File: src/rtl/ctrl_pkg.sv
// Shared types and encodings for the multicycle CPU control path:
// FSM states, opcodes, ALU operations and datapath mux selects.
package ctrl_pkg;

    typedef enum logic [3:0] {
        S_IDLE     = 4'd0,
        S_FETCH    = 4'd1,
        S_DECODE   = 4'd2,
        S_EXEC_R   = 4'd3,
        S_WB_R     = 4'd4,
        S_EXEC_I   = 4'd5,
        S_WB_I     = 4'd6,
        S_MEM_ADDR = 4'd7,
        S_MEM_RD   = 4'd8,
        S_WB_MEM   = 4'd9,
        S_MEM_WR   = 4'd10,
        S_BRANCH   = 4'd11,
        S_JUMP     = 4'd12,
        S_HALT     = 4'd13
    } state_t;

    localparam logic [3:0] OP_ADD  = 4'b0000;
    localparam logic [3:0] OP_SUB  = 4'b0001;
    localparam logic [3:0] OP_AND  = 4'b0010;
    localparam logic [3:0] OP_OR   = 4'b0011;
    localparam logic [3:0] OP_NOT  = 4'b0100;
    localparam logic [3:0] OP_MOV  = 4'b0101;
    localparam logic [3:0] OP_LW   = 4'b0110;
    localparam logic [3:0] OP_SW   = 4'b0111;
    localparam logic [3:0] OP_JMP  = 4'b1000;
    localparam logic [3:0] OP_BZ   = 4'b1001;
    localparam logic [3:0] OP_ADDI = 4'b1010;
    localparam logic [3:0] OP_HALT = 4'b1111;

    localparam logic [2:0] ALU_ADD   = 3'b000;
    localparam logic [2:0] ALU_SUB   = 3'b001;
    localparam logic [2:0] ALU_AND   = 3'b010;
    localparam logic [2:0] ALU_OR    = 3'b011;
    localparam logic [2:0] ALU_NOT1  = 3'b100;
    localparam logic [2:0] ALU_PASS1 = 3'b101;
    localparam logic [2:0] ALU_PASS2 = 3'b110;

    localparam logic [1:0] PCSRC_ALU    = 2'b00;
    localparam logic [1:0] PCSRC_ALUOUT = 2'b01;
    localparam logic [1:0] PCSRC_JUMP   = 2'b10;

    localparam logic [1:0] SRCB_REG = 2'b00;
    localparam logic [1:0] SRCB_ONE = 2'b01;
    localparam logic [1:0] SRCB_IMM = 2'b10;

    // R-type opcodes occupy 0000..0101 and carry their ALU op in the low bits
    function automatic logic is_rtype(input logic [3:0] op);
        return (op <= OP_MOV);
    endfunction

endpackage

File: src/rtl/multicycle_controller_if.sv
// Control bundle between the multicycle controller (master) and the
// datapath (slave): status inputs in, selects and strobes out.
interface multicycle_controller_if #(parameter int OPW = 4);

    logic [OPW-1:0] Opcode;
    logic           Zero;
    logic           MemReady;
    logic           MemRead;
    logic           MemWrite;
    logic           IorD;
    logic           IRWrite;
    logic           PCWrite;
    logic [1:0]     PCSrc;
    logic           ALUSrcA;
    logic [1:0]     ALUSrcB;
    logic [2:0]     ALUControl;
    logic           RegWrite;
    logic           MemToReg;
    logic           RegDst;
    logic           Halted;
    logic [3:0]     State;

    modport master (
        input  Opcode, Zero, MemReady,
        output MemRead, MemWrite, IorD, IRWrite, PCWrite, PCSrc,
               ALUSrcA, ALUSrcB, ALUControl, RegWrite, MemToReg,
               RegDst, Halted, State
    );

    modport slave (
        output Opcode, Zero, MemReady,
        input  MemRead, MemWrite, IorD, IRWrite, PCWrite, PCSrc,
               ALUSrcA, ALUSrcB, ALUControl, RegWrite, MemToReg,
               RegDst, Halted, State
    );

endinterface

File: src/rtl/alu_op_decoder.sv
// Selects the ALU operation from the controller state; R-type execute
// forwards the opcode's low bits, branch compares by subtraction.
module alu_op_decoder
    import ctrl_pkg::*;
(
    input  state_t     state,
    input  logic [2:0] rtype_op,
    output logic [2:0] alu_control
);

    always_comb begin
        alu_control = ALU_ADD;
        case (state)
            S_EXEC_R: alu_control = rtype_op;
            S_BRANCH: alu_control = ALU_SUB;
            default:  alu_control = ALU_ADD;
        endcase
    end

endmodule

File: src/rtl/multicycle_controller.sv
// Main control FSM of the 16-bit multicycle CPU: sequences fetch, decode,
// execute, memory and writeback, driving every datapath select and strobe.
module multicycle_controller
    import ctrl_pkg::*;
#(
    parameter int OPW = 4
) (
    input  logic                  clk,
    input  logic                  rst_n,
    multicycle_controller_if.master bus
);

    state_t     state;
    state_t     next_state;
    logic [3:0] op;
    logic [2:0] alu_control;

    logic       mem_read;
    logic       mem_write;
    logic       iord;
    logic       ir_write;
    logic       pc_write;
    logic [1:0] pc_src;
    logic       alu_src_a;
    logic [1:0] alu_src_b;
    logic       reg_write;
    logic       mem_to_reg;
    logic       reg_dst;
    logic       halted;

    assign op = bus.Opcode[OPW-1:OPW-4];

    always_ff @(posedge clk or negedge rst_n) begin
        if (!rst_n) state <= S_IDLE;
        else        state <= next_state;
    end

    always_comb begin
        next_state = state;
        case (state)
            S_IDLE:   next_state = S_FETCH;
            S_FETCH:  if (bus.MemReady) next_state = S_DECODE;
            S_DECODE: begin
                if (is_rtype(op))                   next_state = S_EXEC_R;
                else if (op == OP_ADDI)             next_state = S_EXEC_I;
                else if (op == OP_LW || op == OP_SW) next_state = S_MEM_ADDR;
                else if (op == OP_BZ)               next_state = S_BRANCH;
                else if (op == OP_JMP)              next_state = S_JUMP;
                else if (op == OP_HALT)             next_state = S_HALT;
                else                                next_state = S_FETCH;
            end
            S_EXEC_R:   next_state = S_WB_R;
            S_WB_R:     next_state = S_FETCH;
            S_EXEC_I:   next_state = S_WB_I;
            S_WB_I:     next_state = S_FETCH;
            S_MEM_ADDR: next_state = (op == OP_LW) ? S_MEM_RD : S_MEM_WR;
            S_MEM_RD:   if (bus.MemReady) next_state = S_WB_MEM;
            S_WB_MEM:   next_state = S_FETCH;
            S_MEM_WR:   if (bus.MemReady) next_state = S_FETCH;
            S_BRANCH:   next_state = S_FETCH;
            S_JUMP:     next_state = S_FETCH;
            S_HALT:     next_state = S_HALT;
            default:    next_state = S_IDLE;
        endcase
    end

    // Moore decode; only the PC/IR load strobes look at live inputs
    always_comb begin
        mem_read   = 1'b0;
        mem_write  = 1'b0;
        iord       = 1'b0;
        ir_write   = 1'b0;
        pc_write   = 1'b0;
        pc_src     = PCSRC_ALU;
        alu_src_a  = 1'b0;
        alu_src_b  = SRCB_REG;
        reg_write  = 1'b0;
        mem_to_reg = 1'b0;
        reg_dst    = 1'b0;
        halted     = 1'b0;
        case (state)
            S_FETCH: begin
                mem_read  = 1'b1;
                alu_src_b = SRCB_ONE;
                ir_write  = bus.MemReady;
                pc_write  = bus.MemReady;
            end
            S_DECODE: alu_src_b = SRCB_IMM;
            S_EXEC_R: alu_src_a = 1'b1;
            S_WB_R: begin
                reg_write = 1'b1;
                reg_dst   = 1'b1;
            end
            S_EXEC_I, S_MEM_ADDR: begin
                alu_src_a = 1'b1;
                alu_src_b = SRCB_IMM;
            end
            S_WB_I: reg_write = 1'b1;
            S_MEM_RD: begin
                mem_read = 1'b1;
                iord     = 1'b1;
            end
            S_WB_MEM: begin
                reg_write  = 1'b1;
                mem_to_reg = 1'b1;
            end
            S_MEM_WR: begin
                mem_write = 1'b1;
                iord      = 1'b1;
            end
            S_BRANCH: begin
                alu_src_a = 1'b1;
                pc_src    = PCSRC_ALUOUT;
                pc_write  = bus.Zero;
            end
            S_JUMP: begin
                pc_src   = PCSRC_JUMP;
                pc_write = 1'b1;
            end
            S_HALT:  halted = 1'b1;
            default: ;
        endcase
    end

    alu_op_decoder u_alu_op_decoder (
        .state       (state),
        .rtype_op    (op[2:0]),
        .alu_control (alu_control)
    );

    assign bus.MemRead    = mem_read;
    assign bus.MemWrite   = mem_write;
    assign bus.IorD       = iord;
    assign bus.IRWrite    = ir_write;
    assign bus.PCWrite    = pc_write;
    assign bus.PCSrc      = pc_src;
    assign bus.ALUSrcA    = alu_src_a;
    assign bus.ALUSrcB    = alu_src_b;
    assign bus.ALUControl = alu_control;
    assign bus.RegWrite   = reg_write;
    assign bus.MemToReg   = mem_to_reg;
    assign bus.RegDst     = reg_dst;
    assign bus.Halted     = halted;
    assign bus.State      = state;

endmodule
File: src/flat_wrapper.sv
// flat-port wrapper written by rule: the top's interface ports become plain ports
module multicycle_controller_flat import ctrl_pkg::*;
#(
    parameter int OPW = 4
)
  (clk, rst_n, bus_Opcode, bus_Zero, bus_MemReady, bus_MemRead, bus_MemWrite, bus_IorD, bus_IRWrite, bus_PCWrite, bus_PCSrc, bus_ALUSrcA, bus_ALUSrcB, bus_ALUControl, bus_RegWrite, bus_MemToReg, bus_RegDst, bus_Halted, bus_State);
  multicycle_controller_if #(.OPW(OPW)) bus_i ();
  input  logic clk;
  input  logic rst_n;
  input wire logic [$bits(bus_i.Opcode)-1:0] bus_Opcode;
  input wire logic [$bits(bus_i.Zero)-1:0] bus_Zero;
  input wire logic [$bits(bus_i.MemReady)-1:0] bus_MemReady;
  output wire logic [$bits(bus_i.MemRead)-1:0] bus_MemRead;
  output wire logic [$bits(bus_i.MemWrite)-1:0] bus_MemWrite;
  output wire logic [$bits(bus_i.IorD)-1:0] bus_IorD;
  output wire logic [$bits(bus_i.IRWrite)-1:0] bus_IRWrite;
  output wire logic [$bits(bus_i.PCWrite)-1:0] bus_PCWrite;
  output wire logic [$bits(bus_i.PCSrc)-1:0] bus_PCSrc;
  output wire logic [$bits(bus_i.ALUSrcA)-1:0] bus_ALUSrcA;
  output wire logic [$bits(bus_i.ALUSrcB)-1:0] bus_ALUSrcB;
  output wire logic [$bits(bus_i.ALUControl)-1:0] bus_ALUControl;
  output wire logic [$bits(bus_i.RegWrite)-1:0] bus_RegWrite;
  output wire logic [$bits(bus_i.MemToReg)-1:0] bus_MemToReg;
  output wire logic [$bits(bus_i.RegDst)-1:0] bus_RegDst;
  output wire logic [$bits(bus_i.Halted)-1:0] bus_Halted;
  output wire logic [$bits(bus_i.State)-1:0] bus_State;
  assign bus_i.Opcode = bus_Opcode;
  assign bus_i.Zero = bus_Zero;
  assign bus_i.MemReady = bus_MemReady;
  assign bus_MemRead = bus_i.MemRead;
  assign bus_MemWrite = bus_i.MemWrite;
  assign bus_IorD = bus_i.IorD;
  assign bus_IRWrite = bus_i.IRWrite;
  assign bus_PCWrite = bus_i.PCWrite;
  assign bus_PCSrc = bus_i.PCSrc;
  assign bus_ALUSrcA = bus_i.ALUSrcA;
  assign bus_ALUSrcB = bus_i.ALUSrcB;
  assign bus_ALUControl = bus_i.ALUControl;
  assign bus_RegWrite = bus_i.RegWrite;
  assign bus_MemToReg = bus_i.MemToReg;
  assign bus_RegDst = bus_i.RegDst;
  assign bus_Halted = bus_i.Halted;
  assign bus_State = bus_i.State;
  multicycle_controller #(.OPW(OPW)) u_core (.clk(clk), .rst_n(rst_n), .bus(bus_i));
endmodule
File: config.mk
export PLATFORM = sky130hd
export DESIGN_NAME = multicycle_controller_flat
export DESIGN_NICKNAME = d
export VERILOG_FILES = /design/src/rtl/ctrl_pkg.sv /design/src/rtl/multicycle_controller_if.sv /design/src/rtl/alu_op_decoder.sv /design/src/rtl/multicycle_controller.sv /design/src/flat_wrapper.sv
export SDC_FILE = /design/constraint.sdc
export NUM_CORES = 1
export LEC_CHECK = 0
export CAP_MARGIN = 20
export CORE_AREA = 2 2 39 41
export CTS_CLUSTER_DIAMETER = 80
export DETAILED_ROUTE_END_ITERATION = 7
export DIE_AREA = 0 0 41 43
export DONT_BUFFER_PORTS = 1
export PLACE_DENSITY = 0.58
export SETUP_SLACK_MARGIN = 0.2
export SLEW_MARGIN = 15
export SYNTH_ARGS = -nofsm -noshare
export SYNTH_HDL_FRONTEND = slang
export SYNTH_SLANG_ARGS = --single-unit
File: constraint.sdc
create_clock -name clk -period 2.23 [get_ports clk]
set_clock_uncertainty 0.2 [all_clocks]
set_input_delay 0.223 -clock clk [delete_from_list [all_inputs] [get_ports clk]]
set_output_delay 0.223 -clock clk [all_outputs]
set_load 0.005 [all_outputs]
* Word level (Yosys, flattened, before mapping)
Index checks and enable logic that the tools add are counted.
** Storage, ports and cells
- Bits in registers :: 4
- Output and inout port bits :: 21
- Logic and storage cells :: 57
** Cells by class
- Multiplexer cells :: 24
- Magnitude comparators :: 1
- Equality and inequality tests :: 22
- Reduce and logical (&&, ||, !) cells :: 9
** Operators with widths (number)
- $eq 4x4->1 const B :: 10
- $mux 4 :: 9
- $pmux 4 s9 :: 1
- $eq 4x3->1 const B :: 6
- $mux 1 :: 9
- $eq 4x2->1 const B :: 2
- $pmux 2 s2 :: 2
- $ne 2x2->1 const B :: 3
- $pmux 3 s2 :: 1
- $reduce_or 3->1 :: 2
- $reduce_or 6->1 :: 1
- $eq 4x1->1 const B :: 1
- $le 4x3->1 const B :: 1
- $logic_not 4->1 :: 1
- $reduce_or 2->1 :: 2
- $reduce_or 4->1 :: 1
- $pmux 1 s3 :: 1
- $reduce_and 3->1 :: 1
- $mux 2 :: 1
- $logic_or 1x1->1 :: 1

* Depth between registers and ports, before layout
- Word-level depth :: 8
- Mapped depth :: 5

* Cells and area by module
From an unflattened synthesis, not the netlist that was laid out.
** Second synthesis, totals
- Cells, all modules :: 71
- Area, all modules :: 539.3 um^2
** By module, submodules not included
- multicycle_controller :: area each 509.2 um^2, sequential area each 100.1 um^2, times used 1, cells an instance 66
- alu_op_decoder :: area each 30.0 um^2, sequential area each 0.0 um^2, times used 1, cells an instance 5

* Worst setup path before layout
OpenSTA, ideal clock, no wires.
- Path type :: register -> register
- From :: reg u_core.state[2], in the netlist u_core.bus.State[2]
- To :: reg u_core.state[1], in the netlist u_core.bus.State[1]
- Data arrival time :: 1.182 ns
- Path buffers :: 1
- Period minus slack after synthesis :: 1.478 ns
- Required time :: 1.934 ns
- Setup slack :: 0.752 ns
- Stages on the path, launching flop included :: 6
- Library setup time :: 0.096 ns
- Cells stage by stage :: dfrtp_1 > buf_2 > nor2b_4 > nand2b_1 > o211a_1 > o32ai_2
** On the way
- Longest elaborated chain between the ends :: 3
- Elaborated cells on any way between the ends :: 20
- Classes of those cells :: 16 x eq/ne; 1 x mux; 3 x reduce/logical
** RTL lines
- start, declared :: line multicycle_controller.sv:13 : state_t state;
- start signal, assigned :: line multicycle_controller.sv:35 : else state <= next_state;
- $eq 4x3->1 (tied with other cells) :: line multicycle_controller.sv:40 : case (state)
- $reduce_or 6->1 (no source line) or $ne 2x2->1 (tied branches)
- $pmux 4 s9 or $reduce_and 3->1 (tied branches)
Several ways; a longest one is shown, not always the timed one.
A chain may end at the register's enable or synchronous reset.

* Worst setup path in the final report
- From :: reg u_core.state[3], in the netlist u_core.bus.State[3]
- To :: out bus_PCWrite
** On the way
- Longest elaborated chain between the ends :: 2
- Elaborated cells on any way between the ends :: 4
- Classes of those cells :: 3 x eq/ne; 1 x mux
** RTL lines
- $eq 4x4->1 or $eq 4x1->1 (tied branches) :: line multicycle_controller.sv:81 : case (state)
- $pmux 1 s3 * :: line multicycle_controller.sv:81
- end, declared :: line flat_wrapper.sv:17 : output wire logic [$bits(bus_i.PCWrite)-1:0] bus_PCWrite;
Every way passes the cells marked *; elsewhere a longest branch is shown, timed or not.

==> impl_results.md <==
- Outcome: finished, final reports clean
- Die Width: 41 microns
- Grt total ovfl: 0
- Post-synth top area cell: dfrtp_1
- Postcts setup bufs: 0
- First-pass GRT wire length: a little under 2000 microns
- Synth unique cells: 30
- Routed Wire Length: approximately 1300 microns
- Routed WL per cell: between 15 and 20 microns
- Setup TNS: 0 ns
- Syn Area/Cell: slightly above 7 sq um
- Max Buffers Root-to-Sink: 2
- CP arrival: around 1.4 ns
- Vias per cell: about 6
- Antenna-violating nets left: 0
- CTS tree: built
- Clk sink count: 4
- Depth of the worst register-to-register path: 4
- DR pass1 iterations: 4
- Lkg Pwr: 0.2319 nW
- Io pins: 29
- Fin crit share: between 80% and 90%
- Final Setup Violations: 0
- Total GRT Usage: between 10% and 20%
- Final hold vios: 0
- Minimum clock period: ~1.9 ns
- Drt first-iter violations: 9
- Worst Max-Slew Pin Slew: between 0.5 and 0.6 ns
- Seq cells post-synth: 4
- Worst Hold Class: input port to register
- Hold_sp: bus_MemReady
- Final Core Density: 38.70%
- Max-cap violations: 0
- Total number of vias: a little over 500
- Clock Tree Root: clkbuf_4
- Reg2Reg Setup Slack: between 0.5 and 0.6 ns
- Slowest cell delay on critical path: 0.61 ns
- Min-Delay Endpoint: u_core.bus.State[1]$_DFFE_PN0P_
- Most frequent cells in the layout: nand2_1, nor2_1, nor3_1
- Setup crit end kind: primary output
- End of the worst register-to-register path: u_core.bus.State[1]$_DFFE_PN0P_
- DRC violations left: 0
- Crit path required time: roughly 1.8 ns
- Row count: 14
- Fin. max-slew vios: 0
- FMAX: between 0.5 and 0.6 GHz
- Inserted Diodes: 0
- Area Growth Syn to Fin: 10.03%
- Initial antenna violation count: 0
- Slew headroom: about two thirds
- WP buf/inv: 0
- Pin count of the biggest net entering global routing: 21
- Dpl cell area: roughly 490 sq um
- TritonCTS Buffers: 3
- Final net count: a little under 80
- Starting Density: approximately a third
- H-tree depth: 1
- YS warnings: 0
- Critical-path cell list: nor2_1 -> and3_1 -> o21bai_1
- Pwr dens: 1467 nW/um^2
- Setup Crit Path Kind: register to primary output
- Syn Nets: 75
- Max VDD drop: 0.7344 mV
- Type of origin of the critical path: register
- Reg2reg start: u_core.bus.State[1]$_DFFE_PN0P_
- Post-Syn Area: 486.7 sq um
- CP Max Fanout: 12
- CP max stage cell: dfrtp_1
- CP top delay family: flip-flops
- Sequential area share after synthesis: 20.57%
- Top cells by area, synth: dfrtp_1, nand2_1, buf_2, nor2_1, nand2b_1
- Layout cells sized above 1: between 10% and 20%
- Cells on Worst Hold Path: 2
- Max FFs per register: 4
- Commonest non-fill, non-tap cell in the layout: nand2_1
- Vias in the first global route: 453
- Die Ht: roughly 43 microns
- Cells after DPL: 79
- IO buf count: 0
- Full die area: around 1800 sq um
- Clk slew on worst S/H paths: ~0.04 ns
- Non-filler instance count after layout: 84
- RSZ-0062 raised after global routing: no
- Core ar.: roughly 1400 sq um
- Latest clock arrival within the worst-skew pair: about 0.23 ns
- Finished Cell Area: around 540 sq um
- Area share of the largest cell type after synthesis: between 20% and 30%
- Mapped Cells: 67
- Gpl congestion: 0.7163
- Post-DP HPWL: about 920 microns
## area by class of cell
type / count / area (sq um)
Clock buffer: 3 / 22.52
Fill cell: 139 / 848.3
Inverter: 2 / 7.507
Multi-Input combinational cell: 55 / 349.1
Sequential cell: 4 / 101.3
Tap cell: 16 / 20.02
Timing Repair Buffer: 4 / 35.03
## metrics by stage
step                      total power [mW]  setup WS (ns)  hold WS [ns]
final                               0.7858         0.3670       0.05245
after global routing                0.8598         0.2307       0.04201
after CTS                           0.7899         0.2250       0.04335
after detailed placement            0.6904         0.4742       -0.2725
after global placement              0.6847         0.5026       -0.2725
after floorplan                     0.6061         0.7522       -0.2726
## cell usage after synthesis, drive strengths merged
master and number:
and4 2, o21a 1, nand2b 4, nor2 8, o22a 1, o211ai 2, a2111oi 1, a311o 1
o21bai 1, and3 2, nor4 1, xnor2 1, inv 2, buf 6, o311ai 2, o21ai 1
o32ai 1, o211a 2, mux2i 1, a32oi 1, and2b 1, o22ai 1, nor2b 2, dfrtp 4
nor3 5, a21oi 2, a21boi 1, nand2 10
## cells by family (layout without fill, tap and decap cells)
| family | count (synthesis) | in the layout | share of synthesized area, % |
|---|---|---|---|
| DFF | 4 | 4 | 20.57 |
| and+or+nand+nor | 35 | 35 | 37.28 |
| muxes | 1 | 1 | 2.057 |
| AOI/OAI and AO/OA | 18 | 18 | 30.59 |
| buffers and inverters | 8 | 9 | 7.711 |
| xor gates and xnor gates | 1 | 1 | 1.800 |
## timing repair
action,4_1_cts,5_1_grt
resized for setup,0,1
hold endpoints to repair,6,0
endpoints found under the setup margin,0,2
hold buffers,2,0
## worst max path at each step
stage                                     from                               to  depth (start not counted)
2_1_floorplan  u_core.bus.State[2]$_DFFE_PN0P_  u_core.bus.State[1]$_DFFE_PN0P_                          5
3_3_place_gp   u_core.bus.State[2]$_DFFE_PN0P_  u_core.bus.State[3]$_DFFE_PN0P_                          4
3_5_place_dp   u_core.bus.State[2]$_DFFE_PN0P_  u_core.bus.State[3]$_DFFE_PN0P_                          4
4_1_cts        u_core.bus.State[2]$_DFFE_PN0P_                      bus_PCWrite                          3
5_1_grt        u_core.bus.State[3]$_DFFE_PN0P_                     bus_MemWrite                          4
6_report       u_core.bus.State[3]$_DFFE_PN0P_                      bus_PCWrite                          3
## layer usage
metal  track usage (%)  wire length (microns)  vias to the layer above
li1                  -                      -                      250
met1             17.48                    541                      234
met2             25.31                    596                       24
met3             8.377                    143                        2
met4             7.333                      2                        0
met5                 0                      0                        -
## report_power, final
group          internal (mW)  switching, mW
logic                  0.209          0.232
clock network         0.0601         0.0280
registers              0.109          0.147
## worst reg2reg max path, delay by kind of cell (launching register included)
kind             cells  cell delay [ns]
AND/OR/NAND/NOR      2             0.33
AO/OA/AOI/OAI        2             0.50
flip-flops           1             0.55
No activity file was read; power rests on OpenSTA's default activity.
